--- src/rtl/exc_ctrl_if.sv ---
// Handshake bundle between the retire stage, CP0 and the exception sequencer.
// The slave modport is the sequencer; the master modport is its environment.
interface exc_ctrl_if #(
   parameter int INT_W = 4
);
   logic             instr_valid;
   logic [31:0]      pc;
   logic             is_syscall;
   logic             is_break;
   logic             is_teq;
   logic             teq_eq;
   logic             is_eret;
   logic [INT_W-1:0] int_req;
   logic [31:0]      status;
   logic [31:0]      epc_in;
   logic             exception;
   logic             eret;
   logic [4:0]       cause;
   logic [31:0]      epc_out;
   logic             kill;
   logic             pc_redirect;
   logic [31:0]      redirect_addr;
   logic             stall;

   modport slave (
      input  instr_valid, pc, is_syscall, is_break, is_teq, teq_eq, is_eret,
             int_req, status, epc_in,
      output exception, eret, cause, epc_out, kill, pc_redirect, redirect_addr, stall
   );

   modport master (
      output instr_valid, pc, is_syscall, is_break, is_teq, teq_eq, is_eret,
             int_req, status, epc_in,
      input  exception, eret, cause, epc_out, kill, pc_redirect, redirect_addr, stall
   );
endinterface

--- src/rtl/exc_ctrl.sv ---
// Exception/interrupt sequencer feeding CP0: one strobe per event, then a settle
// cycle so the updated status word is visible before the next evaluation.
module exc_ctrl #(
   parameter logic [31:0] EXC_VECTOR = 32'h0040_0004,
   parameter int          INT_W      = 4
) (
   input logic         clk,
   input logic         rst,
   exc_ctrl_if.slave   bus
);
   typedef enum logic [1:0] {IDLE, EXC, RET, SETTLE} state_e;

   state_e           state_q, state_d;
   logic [INT_W-1:0] int_s1_q, int_s2_q;
   logic [4:0]       cause_q, cause_d;
   logic [31:0]      epc_q, epc_d;

   logic int_pend, take_sys, take_brk, take_teq, take_int, take_eret, take_exc;
   logic exception_o, eret_o, pc_redirect_o, stall_o, kill_o;
   logic [31:0] redirect_addr_o;
   logic unused_status;

   assign unused_status = ^bus.status[31:5];

   // Decode is only honoured in IDLE; every other state ignores the retire port.
   assign int_pend  = (|int_s2_q) & bus.status[0] & bus.status[4];
   assign take_sys  = bus.instr_valid & bus.is_syscall & bus.status[0] & bus.status[1];
   assign take_brk  = bus.instr_valid & bus.is_break & bus.status[0] & bus.status[2];
   assign take_teq  = bus.instr_valid & bus.is_teq & bus.teq_eq & bus.status[0] & bus.status[3];
   assign take_int  = bus.instr_valid & int_pend;
   assign take_eret = bus.instr_valid & bus.is_eret;
   assign take_exc  = take_sys | take_brk | take_teq | take_int;

   always_ff @(posedge clk) begin
      if (rst) begin
         state_q  <= IDLE;
         int_s1_q <= '0;
         int_s2_q <= '0;
         cause_q  <= '0;
         epc_q    <= '0;
      end else begin
         state_q  <= state_d;
         int_s1_q <= bus.int_req;
         int_s2_q <= int_s1_q;
         cause_q  <= cause_d;
         epc_q    <= epc_d;
      end
   end

   always_comb begin
      state_d = state_q;
      cause_d = cause_q;
      epc_d   = epc_q;
      kill_o  = 1'b0;
      unique case (state_q)
         IDLE: begin
            if (take_exc) begin
               state_d = EXC;
               kill_o  = ~rst;
               epc_d   = bus.pc;
               if (take_sys)      cause_d = 5'd8;
               else if (take_brk) cause_d = 5'd9;
               else if (take_teq) cause_d = 5'd13;
               else               cause_d = 5'd0;
            end else if (take_eret) begin
               state_d = RET;
            end
         end
         EXC, RET: state_d = SETTLE;
         SETTLE:   state_d = IDLE;
         default:  state_d = IDLE;
      endcase
   end

   always_comb begin
      exception_o     = 1'b0;
      eret_o          = 1'b0;
      pc_redirect_o   = 1'b0;
      redirect_addr_o = '0;
      stall_o         = (state_q != IDLE);
      unique case (state_q)
         EXC: begin
            exception_o     = 1'b1;
            pc_redirect_o   = 1'b1;
            redirect_addr_o = EXC_VECTOR;
         end
         RET: begin
            eret_o          = 1'b1;
            pc_redirect_o   = 1'b1;
            redirect_addr_o = bus.epc_in;
         end
         default: ;
      endcase
   end

   assign bus.exception     = exception_o;
   assign bus.eret          = eret_o;
   assign bus.cause         = cause_q;
   assign bus.epc_out       = epc_q;
   assign bus.kill          = kill_o;
   assign bus.pc_redirect   = pc_redirect_o;
   assign bus.redirect_addr = redirect_addr_o;
   assign bus.stall         = stall_o;
endmodule

--- src/flat_wrapper.sv ---
// flat-port wrapper written by rule: the top's interface ports become plain ports
module exc_ctrl_flat 
#(
   parameter logic [31:0] EXC_VECTOR = 32'h0040_0004,
   parameter int          INT_W      = 4
)
  (clk, rst, bus_instr_valid, bus_pc, bus_is_syscall, bus_is_break, bus_is_teq, bus_teq_eq, bus_is_eret, bus_int_req, bus_status, bus_epc_in, bus_exception, bus_eret, bus_cause, bus_epc_out, bus_kill, bus_pc_redirect, bus_redirect_addr, bus_stall);
  exc_ctrl_if #(.INT_W(INT_W)) bus_i ();
  input logic clk;
  input logic rst;
  input wire logic [$bits(bus_i.instr_valid)-1:0] bus_instr_valid;
  input wire logic [$bits(bus_i.pc)-1:0] bus_pc;
  input wire logic [$bits(bus_i.is_syscall)-1:0] bus_is_syscall;
  input wire logic [$bits(bus_i.is_break)-1:0] bus_is_break;
  input wire logic [$bits(bus_i.is_teq)-1:0] bus_is_teq;
  input wire logic [$bits(bus_i.teq_eq)-1:0] bus_teq_eq;
  input wire logic [$bits(bus_i.is_eret)-1:0] bus_is_eret;
  input wire logic [$bits(bus_i.int_req)-1:0] bus_int_req;
  input wire logic [$bits(bus_i.status)-1:0] bus_status;
  input wire logic [$bits(bus_i.epc_in)-1:0] bus_epc_in;
  output wire logic [$bits(bus_i.exception)-1:0] bus_exception;
  output wire logic [$bits(bus_i.eret)-1:0] bus_eret;
  output wire logic [$bits(bus_i.cause)-1:0] bus_cause;
  output wire logic [$bits(bus_i.epc_out)-1:0] bus_epc_out;
  output wire logic [$bits(bus_i.kill)-1:0] bus_kill;
  output wire logic [$bits(bus_i.pc_redirect)-1:0] bus_pc_redirect;
  output wire logic [$bits(bus_i.redirect_addr)-1:0] bus_redirect_addr;
  output wire logic [$bits(bus_i.stall)-1:0] bus_stall;
  assign bus_i.instr_valid = bus_instr_valid;
  assign bus_i.pc = bus_pc;
  assign bus_i.is_syscall = bus_is_syscall;
  assign bus_i.is_break = bus_is_break;
  assign bus_i.is_teq = bus_is_teq;
  assign bus_i.teq_eq = bus_teq_eq;
  assign bus_i.is_eret = bus_is_eret;
  assign bus_i.int_req = bus_int_req;
  assign bus_i.status = bus_status;
  assign bus_i.epc_in = bus_epc_in;
  assign bus_exception = bus_i.exception;
  assign bus_eret = bus_i.eret;
  assign bus_cause = bus_i.cause;
  assign bus_epc_out = bus_i.epc_out;
  assign bus_kill = bus_i.kill;
  assign bus_pc_redirect = bus_i.pc_redirect;
  assign bus_redirect_addr = bus_i.redirect_addr;
  assign bus_stall = bus_i.stall;
  exc_ctrl #(.EXC_VECTOR(EXC_VECTOR), .INT_W(INT_W)) u_core (.clk(clk), .rst(rst), .bus(bus_i));
endmodule
--- config.mk ---
export PLATFORM = sky130hd
export DESIGN_NAME = exc_ctrl_flat
export DESIGN_NICKNAME = d
export VERILOG_FILES = /design/src/rtl/exc_ctrl_if.sv /design/src/rtl/exc_ctrl.sv /design/src/flat_wrapper.sv
export SDC_FILE = /design/constraint.sdc
export NUM_CORES = 1
export LEC_CHECK = 0
export CORE_ASPECT_RATIO = 1.2
export CORE_UTILIZATION = 32
export CTS_CLUSTER_DIAMETER = 40
export DETAILED_ROUTE_END_ITERATION = 8
export PLACE_DENSITY = 0.78
export SYNTH_ARGS = -nofsm -noshare
export SYNTH_HDL_FRONTEND = slang
export SYNTH_SLANG_ARGS = --single-unit
--- constraint.sdc ---
create_clock -name clk -period 3.05 [get_ports clk]
set_input_delay 0.7625 -clock clk [delete_from_list [all_inputs] [get_ports clk]]
set_output_delay 0.7625 -clock clk [all_outputs]
set_load 0.05 [all_outputs]
## After elaboration in Yosys (flattened, before gate mapping)

Cells that the tools add are included.

- Order comparisons: 0
- Shifts and indexed selects: 0
- Equal/unequal tests: 4
- Div/mod/pow operators: 0
- Bitwise gates (word level): 18
- Add/subtract/negate cells: 0
- Reductions and logical operators: 5
- Muxes and demuxes: 12
- $mul: 0

Operators by type and width:

| kind | number |
|---|---|
| $pmux 32 s2 | 1 |
| $and 1x1->1 | 14 |
| $mux 5 | 2 |
| $pmux 2 s3 | 1 |
| $mux 1 | 5 |
| $eq 2x2->1 const B | 2 |
| $mux 2 | 2 |
| $mux 4 | 1 |
| $reduce_or 4->1 | 1 |
| $ne 3x1->1 const B | 1 |
| $or 1x1->1 | 3 |
| $eq 2x1->1 const B | 1 |
| $logic_not 2->1 | 1 |
| $reduce_and 2->1 | 1 |
| $reduce_bool 2->1 | 1 |
| $reduce_or 2->1 | 1 |
| $not 1->1 | 1 |

- Memory bits (read-only): 0
- Output and inout port bits: 74
- Input bits: 108
- Bits in latches: 0
- Register bits after elaboration: 47
- Memories kept: 0
- Bits in writable memories: 0

## Longest topological paths before layout

- Depth after elaboration: 8
- Mapped depth: 6
- Mapped depth without buffers: 5

## Worst setup path after synthesis

No wires, ideal clock.

- Kind: input -> output
- Start: in bus_status[1]
- End: out bus_kill
- Path buffers: 2
- Required time: 2.288 ns
- Arrival: 2.023 ns
- Stages on the path: 6
- Setup slack: 0.264 ns
- Cell sequence: a22o_1 and2_0 o31a_1 buf_6 buf_12 and2_1

- Longest elaborated chain between the ends: 6

RTL lines:

| element | RTL line | RTL |
|---|---|---|
| start: declaration | flat_wrapper.sv:19 | `input wire logic [$bits(bus_i.status)-1:0] bus_status;` |
| $and 1x1->1 | exc_ctrl.sv:27 | `assign take_sys = bus.instr_valid & bus.is_syscall & bus.status[0] & bus.status[1];` |
| $or 1x1->1 (3 in a row) | exc_ctrl.sv:32 | `assign take_exc = take_sys \| take_brk \| take_teq \| take_int;` |
| $mux 1 | exc_ctrl.sv:57 | `if (take_exc) begin` |
| $mux 1 | exc_ctrl.sv:55 | `unique case (state_q)` |
| end: declaration | flat_wrapper.sv:25 | `output wire logic [$bits(bus_i.kill)-1:0] bus_kill;` |

No other way between the ends.

## Worst setup path in the final report

- Start: in bus_is_syscall
- End: out bus_kill

- Longest elaborated chain between the ends: 8

RTL lines:

| element | RTL line | RTL |
|---|---|---|
| start: declaration | flat_wrapper.sv:13 | `input wire logic [$bits(bus_i.is_syscall)-1:0] bus_is_syscall;` |
| $and 1x1->1 (3 in a row) | exc_ctrl.sv:27 |  |
| $or 1x1->1 (3 in a row) | exc_ctrl.sv:32 |  |
| $mux 1 | exc_ctrl.sv:57 |  |
| $mux 1 | exc_ctrl.sv:55 |  |

No other way between the ends.

==> metrics.cfg <==
[synth]
syn_area_sq_mm = 0.00210
synth_area_per_cell_sq_um = 8.80
synth_area_leaders = dfxtp_1 (43%), mux2i_1 (16%), nand2_1 (13%), and2_1 (9.5%), nor2b_1 (3.0%)
yosys_warnings = 0
synth_cells = 239
yosysSeqAreaShare_pct = 42.9
synth_largest_area_cell = dfxtp_1
yosys.area.top_type_share_pct = 42.9
synth_cell_types = 30
synth_seq_cells = 45

[placement]
dpl_cell_area_sq_mm = 0.00364
gp_congestion = 0.779
dp_cells = 469
dp_hpwl_microns = 4630
io_buffers = 152

[global_route]
grt_pass1_wl_microns = 9500
grt_max_degree = 68
grt-ovfl-total = 0
grt_antenna_before_repair = 0
grtUsageTotal_pct = 17.4
grt_pass1_vias = 2037

[setup_path]
crit_path_max_incr_delay_ns = 0.43
required_ns = 2.29
crit_slowest_cell = clkdlybuf4s50_1
endpoint_kind = output pin
cp.arrival_ns = 2.23
worstPathMaxFanout = 2
startpoint_type = input pin
path_class = input pin to output pin
path_cells = clkdlybuf4s50_1 -> a22o_1 -> and2_0 -> o31a_2 -> and2_1 -> buf_12

[routing]
drcViolationCount = 0
ant_nets = 0
dr.pass1.iters = 4
dr.first_iter.drc_count = 27
wire_per_inst_microns = 12.6
vias = 2136
wl_microns = 6030
drt-vias-per-instance = 4.48

[hold_path]
min_path_type = register to register

[floorplanning]
fp.coreArea_sq_mm = 0.00641
ios = 182
die_w_microns = 76.0
row_count = 32
die_h_microns = 90.8
initial_core_util_pct = 32.8
die_area_sq_mm = 0.00690

[timing]
setup_violations = 0
rsz0062_at_grt = false
final.setup.tns_ns = 0
finalHoldViolations = 0
max_freq_mhz = 334
period_share_pct = 98.2
fin_skew_ns = 0.00224
worstMarginPinSlew_ns = 0.629
post-route-min-period_ns = 3.00
slew_headroom_pct = 58.0
finalMaxSlewViolations = 0

[clock_network]
cts.repair.resized = 0
cts_buffer_depth = 2
cts-root-buf = clkbuf_8
cts_setup_buffers = 0
cts_buffers = 5
clk_pin_slew_ns = 0.09
postCtsHoldBufs = 0
cts_tree = built
clkSinkCount = 45
htree_levels = 2
insertion_delay_ns = 0.29

[finish]
design_area_sq_mm = 0.00374
nets = 502
mostFrequentLayoutCell = clkdlybuf4s50_1
final_cells = 477
syn2layout_area_growth_pct = 78.0
drive_gt1_share_pct = 13.8
layout_common_cells = clkdlybuf4s50_1 (118), nand2_1 (70), dfxtp_1 (45)
antenna_cells = 0

[outcome]
status = finished, final reports clean

[pwr]
ir_drop_v = 0.000355
power.total_mw = 2.49
p_leak_nw = 1.51
p_per_area_mw_per_mm2 = 667

[run]
max_cap_viol_count = 0

==> where the power goes <==
group          internal [mW]  switching, mW  total [mW]
clock network          0.184          0.206       0.390
logic                  0.521          0.903        1.42
registers              0.650         0.0302       0.680
==> layout make-up <==
type / instances / area, sq um
Clock inverter: 2 / 13.8
Timing Repair Buffer: 161 / 1560
Tap cell: 85 / 106
Inverter: 4 / 15.0
Sequential cell: 45 / 901
Fill cell: 580 / 2670
Multi-Input combinational cell: 174 / 1060
Clock buffer: 6 / 82.6
==> cell usage after synthesis <==
| library cell | number |
|---|---|
| dfxtp_1 | 45 |
| o31ai_1 | 1 |
| and2_0 | 1 |
| a22oi_1 | 1 |
| and2_4 | 1 |
| nand2_1 | 70 |
| inv_1 | 3 |
| or4_1 | 1 |
| o21ai_0 | 2 |
| and2_1 | 32 |
| o31a_1 | 1 |
| a21oi_1 | 4 |
| nor2_1 | 2 |
| a2111o_1 | 1 |
| a211oi_1 | 1 |
| mux2i_1 | 33 |
| inv_2 | 1 |
| buf_12 | 3 |
| clkbuf_1 | 11 |
| a221oi_1 | 1 |
| a22o_1 | 1 |
| and3_1 | 1 |
| buf_4 | 2 |
| conb_1 | 1 |
| nand3_1 | 3 |
| or4_4 | 1 |
| a2111oi_0 | 1 |
| ha_1 | 3 |
| nor2b_1 | 10 |
| buf_6 | 1 |
==> layer usage <==
metal,GRT usage (%),vias to the layer above,routed length [microns]
li1,-,1067,-
met1,16.6,954,2160
met2,32.9,109,3050
met3,8.18,6,756
met4,4.97,0,63
met5,0,-,0
==> final timing paths <==
kind,start,end,slack (ns),cells past startpoint
worst max-delay path,bus_is_syscall,bus_kill,0.05,6
worst min-delay path,u_core.int_s1_q[3],u_core.int_s2_q[3],0.44,1
worst max register to register,u_core.int_s2_q[1],u_core.bus.epc_out[23],1.07,5
worst min register to register,u_core.int_s1_q[3],u_core.int_s2_q[3],0.44,1
==> cells by family (layout without fill, tap and decap cells) <==
kind of cell | count (synthesis) | in the layout | share of synthesized area, %
simple gates | 122 | 122 | 28.0
flops | 45 | 45 | 42.9
mux | 33 | 33 | 15.7
buf+inv | 21 | 173 | 6.79
compound gates | 14 | 14 | 4.70
fa+ha+maj | 3 | 3 | 1.79
other cells | 1 | 2 | 0.178
==> flip-flops by register name, indices dropped and copies added (netlist names) <==
| signal | count |
|---|---|
| u_core.state_q | 2 |
| u_core.int_s2_q | 4 |
| u_core.int_s1_q | 4 |
| u_core.bus.cause | 3 |
| u_core.bus.epc_out | 32 |
==> stage by stage <==
| stage | utilization (%) | hold slack (ns) | worst slack, ns |
|---|---|---|---|
| final | 58.4 | 0.441 | 0.0534 |
| after global routing | 58.4 | 0.461 | 0.00371 |
| after CTS | 58.4 | 0.448 | 0.0343 |
| after detailed placement | 56.9 | 0.427 | 0.0355 |
| after global placement | 56.9 | 0.416 | 0.0399 |
| after floorplan | - | 0.414 | 0.264 |
==> critical path, delay by kind of cell <==
family / cells / cell delay [ns]
AND/OR/NAND/NOR: 2 / 0.36
buffers and inverters: 2 / 0.58
AO/OA/AOI/OAI: 2 / 0.53
Power figures use the tool's default switching activity.
